### config.mk
export PLATFORM = sky130hd
export DESIGN_NAME = uart_rx_param
export DESIGN_NICKNAME = d
export VERILOG_FILES = /design/src/rtl/uart_rx_param.sv
export SDC_FILE = /design/constraint.sdc
export NUM_CORES = 1
export LEC_CHECK = 0
export ABC_AREA = 1
export BUFFER_PORTS_ARGS = -buffer_cell sky130_fd_sc_hd__buf_2
export CORE_MARGIN = 1.5
export CORE_UTILIZATION = 59
export DETAILED_ROUTE_END_ITERATION = 10
export GPL_TIMING_DRIVEN = 0
export PLACE_DENSITY = 0.85
export SYNTH_ARGS = -nofsm -noshare
export SYNTH_HDL_FRONTEND = slang
export SYNTH_SLANG_ARGS = --single-unit
### constraint.sdc
create_clock -name clk -period 1.8 [get_ports clk]
set_input_delay 0.09 -clock clk [delete_from_list [all_inputs] [get_ports clk]]
set_output_delay 0.09 -clock clk [all_outputs]
set_load 0.005 [all_outputs]
### src/rtl/uart_rx_param.sv
// Parametrised UART receiver with oversampled majority-vote bit decisions,
// optional parity, 1 or 2 stop bits, break/framing/overrun flags and ready/valid output.
module uart_rx_param #(
   parameter int CLK_FREQ   = 50000000,
   parameter int BAUD_RATE  = 9600,
   parameter int DATA_BITS  = 8,
   parameter int PARITY     = 0,
   parameter int STOP_BITS  = 1,
   parameter int OVERSAMPLE = 16
) (
   input  logic                 clk,
   input  logic                 rst_n,
   input  logic                 rx,
   output logic [DATA_BITS-1:0] rx_data,
   output logic                 rx_valid,
   input  logic                 rx_ready,
   output logic                 parity_err,
   output logic                 frame_err,
   output logic                 break_det,
   output logic                 overrun
);

   localparam int TICK_RAW = CLK_FREQ / (BAUD_RATE * OVERSAMPLE);
   localparam int TICK_DIV = (TICK_RAW < 1) ? 1 : TICK_RAW;
   localparam int DIV_W    = (TICK_DIV > 1) ? $clog2(TICK_DIV) : 1;
   localparam int SMP_W    = $clog2(OVERSAMPLE);
   localparam int MID      = OVERSAMPLE / 2;

   generate
      if (TICK_RAW < 1) begin : g_bad_tick
         $error("uart_rx_param: clock too slow for BAUD_RATE*OVERSAMPLE");
      end
      if (DATA_BITS < 5 || DATA_BITS > 9 || PARITY < 0 || PARITY > 2 ||
          STOP_BITS < 1 || STOP_BITS > 2 || OVERSAMPLE < 8 || (OVERSAMPLE % 2) != 0) begin : g_bad_cfg
         $error("uart_rx_param: illegal frame configuration");
      end
   endgenerate

   typedef enum logic [2:0] {
      ST_IDLE      = 3'd0,
      ST_START     = 3'd1,
      ST_DATA      = 3'd2,
      ST_PARITY    = 3'd3,
      ST_STOP      = 3'd4,
      ST_WAIT_IDLE = 3'd5
   } state_t;

   // Returns 1 when the received parity bit disagrees with the data word.
   function automatic logic parity_err_f(input logic [DATA_BITS-1:0] d, input logic pb);
      case (PARITY)
         1:       parity_err_f = ~(^d ^ pb);
         2:       parity_err_f = ^d ^ pb;
         default: parity_err_f = 1'b0;
      endcase
   endfunction

   logic                 sync1_r, sync2_r, rx_s;
   logic [DIV_W-1:0]     div_cnt_r;
   logic                 tick_s;
   state_t               state_r;
   logic [SMP_W-1:0]     samp_cnt_r;
   logic                 s_lo_r, s_mid_r;
   logic [3:0]           bit_idx_r;
   logic [DATA_BITS-1:0] shift_r;
   logic                 par_bit_r, stop_idx_r, stop0_r, stop_low_r;
   logic                 maj_s, dec_s, end_s, complete_s, xfer_s;
   logic                 stop0_s, new_ferr_s, new_brk_s, new_perr_s;

   assign rx_s = sync2_r;

   // Two-flop synchroniser for the asynchronous line.
   always_ff @(posedge clk or negedge rst_n) begin
      if (!rst_n) begin
         sync1_r <= 1'b1;
         sync2_r <= 1'b1;
      end else begin
         sync1_r <= rx;
         sync2_r <= sync1_r;
      end
   end

   // Free-running oversample tick divider.
   always_ff @(posedge clk or negedge rst_n) begin
      if (!rst_n) begin
         div_cnt_r <= {DIV_W{1'b0}};
      end else if (tick_s) begin
         div_cnt_r <= {DIV_W{1'b0}};
      end else begin
         div_cnt_r <= div_cnt_r + {{(DIV_W-1){1'b0}}, 1'b1};
      end
   end

   // Bit decision, frame completion and the error flags of the completing frame.
   always_comb begin
      tick_s     = (div_cnt_r == DIV_W'(TICK_DIV - 1));
      maj_s      = (s_lo_r & s_mid_r) | (s_lo_r & rx_s) | (s_mid_r & rx_s);
      dec_s      = tick_s && (samp_cnt_r == SMP_W'(MID + 1));
      end_s      = tick_s && (samp_cnt_r == SMP_W'(OVERSAMPLE - 1));
      complete_s = dec_s && (state_r == ST_STOP) && (stop_idx_r == 1'(STOP_BITS - 1));
      stop0_s    = (stop_idx_r == 1'b0) ? maj_s : stop0_r;
      new_ferr_s = stop_low_r | ~maj_s;
      new_brk_s  = (shift_r == {DATA_BITS{1'b0}}) && ((PARITY == 0) || !par_bit_r) && !stop0_s;
      new_perr_s = parity_err_f(shift_r, par_bit_r);
      xfer_s     = rx_valid && rx_ready;
   end

   // Frame receive state machine.
   always_ff @(posedge clk or negedge rst_n) begin
      if (!rst_n) begin
         state_r    <= ST_IDLE;
         samp_cnt_r <= {SMP_W{1'b0}};
         s_lo_r     <= 1'b1;
         s_mid_r    <= 1'b1;
         bit_idx_r  <= 4'd0;
         shift_r    <= {DATA_BITS{1'b0}};
         par_bit_r  <= 1'b0;
         stop_idx_r <= 1'b0;
         stop0_r    <= 1'b1;
         stop_low_r <= 1'b0;
      end else begin
         if (tick_s && state_r != ST_IDLE) begin
            samp_cnt_r <= end_s ? {SMP_W{1'b0}} : samp_cnt_r + {{(SMP_W-1){1'b0}}, 1'b1};
            if (samp_cnt_r == SMP_W'(MID - 1)) s_lo_r  <= rx_s;
            if (samp_cnt_r == SMP_W'(MID))     s_mid_r <= rx_s;
         end
         case (state_r)
            ST_IDLE: begin
               if (tick_s && !rx_s) begin
                  state_r    <= ST_START;
                  samp_cnt_r <= {SMP_W{1'b0}};
               end
            end
            ST_START: begin
               if (dec_s && maj_s) begin
                  state_r <= ST_IDLE;
               end else if (end_s) begin
                  state_r   <= ST_DATA;
                  bit_idx_r <= 4'd0;
               end
            end
            ST_DATA: begin
               if (dec_s) shift_r <= {maj_s, shift_r[DATA_BITS-1:1]};
               if (end_s) begin
                  if (bit_idx_r == 4'(DATA_BITS - 1)) begin
                     state_r    <= (PARITY != 0) ? ST_PARITY : ST_STOP;
                     stop_idx_r <= 1'b0;
                     stop_low_r <= 1'b0;
                  end else begin
                     bit_idx_r <= bit_idx_r + 4'd1;
                  end
               end
            end
            ST_PARITY: begin
               if (dec_s) par_bit_r <= maj_s;
               if (end_s) begin
                  state_r    <= ST_STOP;
                  stop_idx_r <= 1'b0;
                  stop_low_r <= 1'b0;
               end
            end
            ST_STOP: begin
               // The frame finishes at the last stop-bit decision, not at the end of the bit.
               if (complete_s) begin
                  state_r <= new_ferr_s ? ST_WAIT_IDLE : ST_IDLE;
               end else if (dec_s) begin
                  stop0_r    <= maj_s;
                  stop_low_r <= ~maj_s;
               end else if (end_s) begin
                  stop_idx_r <= 1'b1;
               end
            end
            ST_WAIT_IDLE: begin
               if (tick_s && rx_s) state_r <= ST_IDLE;
            end
            default: state_r <= ST_IDLE;
         endcase
      end
   end

   // Output holding register, handshake and sticky overrun.
   always_ff @(posedge clk or negedge rst_n) begin
      if (!rst_n) begin
         rx_data    <= {DATA_BITS{1'b0}};
         rx_valid   <= 1'b0;
         parity_err <= 1'b0;
         frame_err  <= 1'b0;
         break_det  <= 1'b0;
         overrun    <= 1'b0;
      end else begin
         if (complete_s && (!rx_valid || xfer_s)) begin
            rx_data    <= shift_r;
            rx_valid   <= 1'b1;
            parity_err <= new_perr_s;
            frame_err  <= new_ferr_s;
            break_det  <= new_brk_s;
         end else if (xfer_s) begin
            rx_valid <= 1'b0;
         end
         if (complete_s && rx_valid && !xfer_s) begin
            overrun <= 1'b1;
         end else if (xfer_s) begin
            overrun <= 1'b0;
         end
      end
   end

endmodule
==> results.ini <==
[status]
status=finished clean

[timing]
slew_headroom_pct=32.7
final_period_minus_worst_setup_slack_ps=1770
rsz0062_at_grt=true
hold_viol_final=0
setup_viol=0
finalCritPeriodShare_pct=98.6
tns_ps=0
worst_pin_slew_ps=1010
fmax_mhz=564
clock_skew_ps=8.59
slew_violations=0

[grt]
overflow=0
grt_pass1_vias=1765
antenna_found_initial=0
gr-usage-all-layers_pct=22.5
grt_pass1_wl_um=7470
grt_max_degree=48

[routing]
vias=1994
totalWireLength_um=4980
drtAntennaViolNets=0
viasPerCell=5.32
wl_per_cell_um=13.3
route.detailed.drc=0
dr.first_iter.drc_count=183
firstDrtPassIters=5

[finish]
fin_nets=336
num_antenna_cells=0
final_design_area_no_fill_um2=2880
finalNonFillerCells=375
drive_gt1_share_pct=26.3
area_growth_syn_to_layout_pct=19.9

[yosys]
postSynthAreaPerCell_um2=8.38
synthesis.nets=296
yosysUniqueCellTypes=29
synthCells=286
async_flop_share_pct=100
netlist_area_um2=2400
synth_common_cells=nand2_1, dfrtp_1, inv_1
yosys_warnings=0
synth.top_cell.area_share_pct=43.8
yosys.area.top_type=dfrtp_1
yosysMostFrequentCell=nand2_1
synthFlopType=dfrtp_1
yosysSeqAreaShare_pct=49.3
synth_edf_count=0
synth.area.top_cells=dfrtp_1, nand2_1, inv_1
yosys_register_bits=47

[placement]
hpwlAfterDp_um=3120
gp_congestion=0.828
portBuffers=15
dp.cells=349
placed_area_um2=2530

[hold_path]
min_path_type=register to register

[power_and_ir_drop]
p_per_area_nw_per_um2=621
ir_drop_v=0.000604
p_leak_uw=0.00136

[clock_network]
cts_made_buffers=5
clk_latency_ps=310
cts_tree=done
clkSlewWorstSetupHoldPaths_ps=90
htree_num_levels=2
cts.sinks=47
clockBufferDepth=2
root_buffer=clkbuf_8

[die]
die_h_um=66.7
die_x_um=66.7
start_util_pct=63.6
core_um2=3770
rows=22
pin_count=17
die-area_um2=4450

[worst_setup_path]
critPathArrivalTime_ps=1960
endpoint_kind=register
cp-start-kind=register
required_ps=1990
crit_type=register to register
worstPathMaxFanout=5

[job]
maxCapViolCount=0

==> state kept, by name, summed over array words and instances (netlist names), 3 cells and up <==
signal	cells
samp_cnt_r	4
shift_r	8
rx_data	8
state_r	3
div_cnt_r	9
bit_idx_r	4
==> logic make-up after synthesis <==
group	Yosys count	synth area share, %
compound gates	45	11.2
xor+xnor	5	1.83
simple gates	133	26.2
fa+ha+maj	6	3.13
other cells	1	0.156
buf+inv	49	8.14
flops	47	49.3
==> path summary, 6_finish.rpt <==
kind,from,end,slack (ps),depth (start not counted)
max in group asynchronous,rst_n,stop_idx_r,690,2
worst min-delay path,sync1_r,rx_s,360,0
worst max-delay path,div_cnt_r[1],bit_idx_r[2],30,9
worst min register to register,sync1_r,rx_s,360,0
worst max register to register,div_cnt_r[1],bit_idx_r[2],30,9
min in group asynchronous,rst_n,div_cnt_r[2],490,2
==> through the flow <==
stage	hold WS, ps	power (µW)	util, %	setup WS, ps
after detailed placement	196	1160	67.2	-50.7
after CTS	361	1790	71.2	-13.3
after floorplan	-206	1120	-	147
after global placement	196	1150	67.2	-26.0
after global routing	369	1850	76.2	-121
final	361	1780	76.2	25.9
==> critical path, stage by stage, from the launching register on <==
cell and delay, ps:
dfrtp_1 390, inv_1 60, ha_2 180, nand3_1 150, nor2_4 260, nand3_4 140, o21ai_4 190, nand2_1 130
nand2_1 90, nand2_1 60
==> area by class of cell <==
type | instances | area [µm²]
buffer | 2 | 27.5
clock buffer | 5 | 68.8
clock inverter | 3 | 20.0
fill | 263 | 896
inverter | 46 | 175
multi-input combinational | 191 | 1100
sequential | 47 | 1180
tap | 48 | 60.1
timing repair buffer | 33 | 239
==> metal layers <==
metal | global-route usage (%) | part of all wire [%] | vias up | wire (µm)
met5 | 0 | 0 | - | 0
met4 | 9.95 | 2.2 | 0 | 111
met3 | 4.73 | 3.6 | 12 | 177
met2 | 37.6 | 51 | 50 | 2560
met1 | 28.0 | 43 | 931 | 2130
li1 | - | - | 1001 | -
==> placed cells by master, fill, tap and decap left out, types with 6 or more instances in the layout <==
master and n:
nor3_1 6, nand2_1 64, o21ai_0 17, nor2_4 7, nand2_2 8, a21oi_1 11
nand4_1 8, o21ai_2 8, nand3_1 16, buf_2 15, inv_2 6, inv_1 39
buf_4 14, nor2_1 15, dfrtp_1 42
==> repair_timing <==
| action | 4_1_cts | 5_1_grt |
|---|---|---|
| endpoints found under the hold margin | 44 | 0 |
| buffers inserted | 4 | 10 |
| hold buffers | 3 | 0 |
| endpoints found under the setup margin | 20 | 26 |
| resized for setup | 2 | 25 |
| cloned | 0 | 2 |
| pin swaps | 2 | 8 |
==> where the power goes <==
part	leakage [µW]	switching [µW]	internal, µW	total [µW]
combinational	0.000722	36.6	26.0	62.7
clock	0.0000402	370	271	641
sequential	0.000602	9.63	1070	1080
Note: power is estimated with default switching activity, not from simulation.
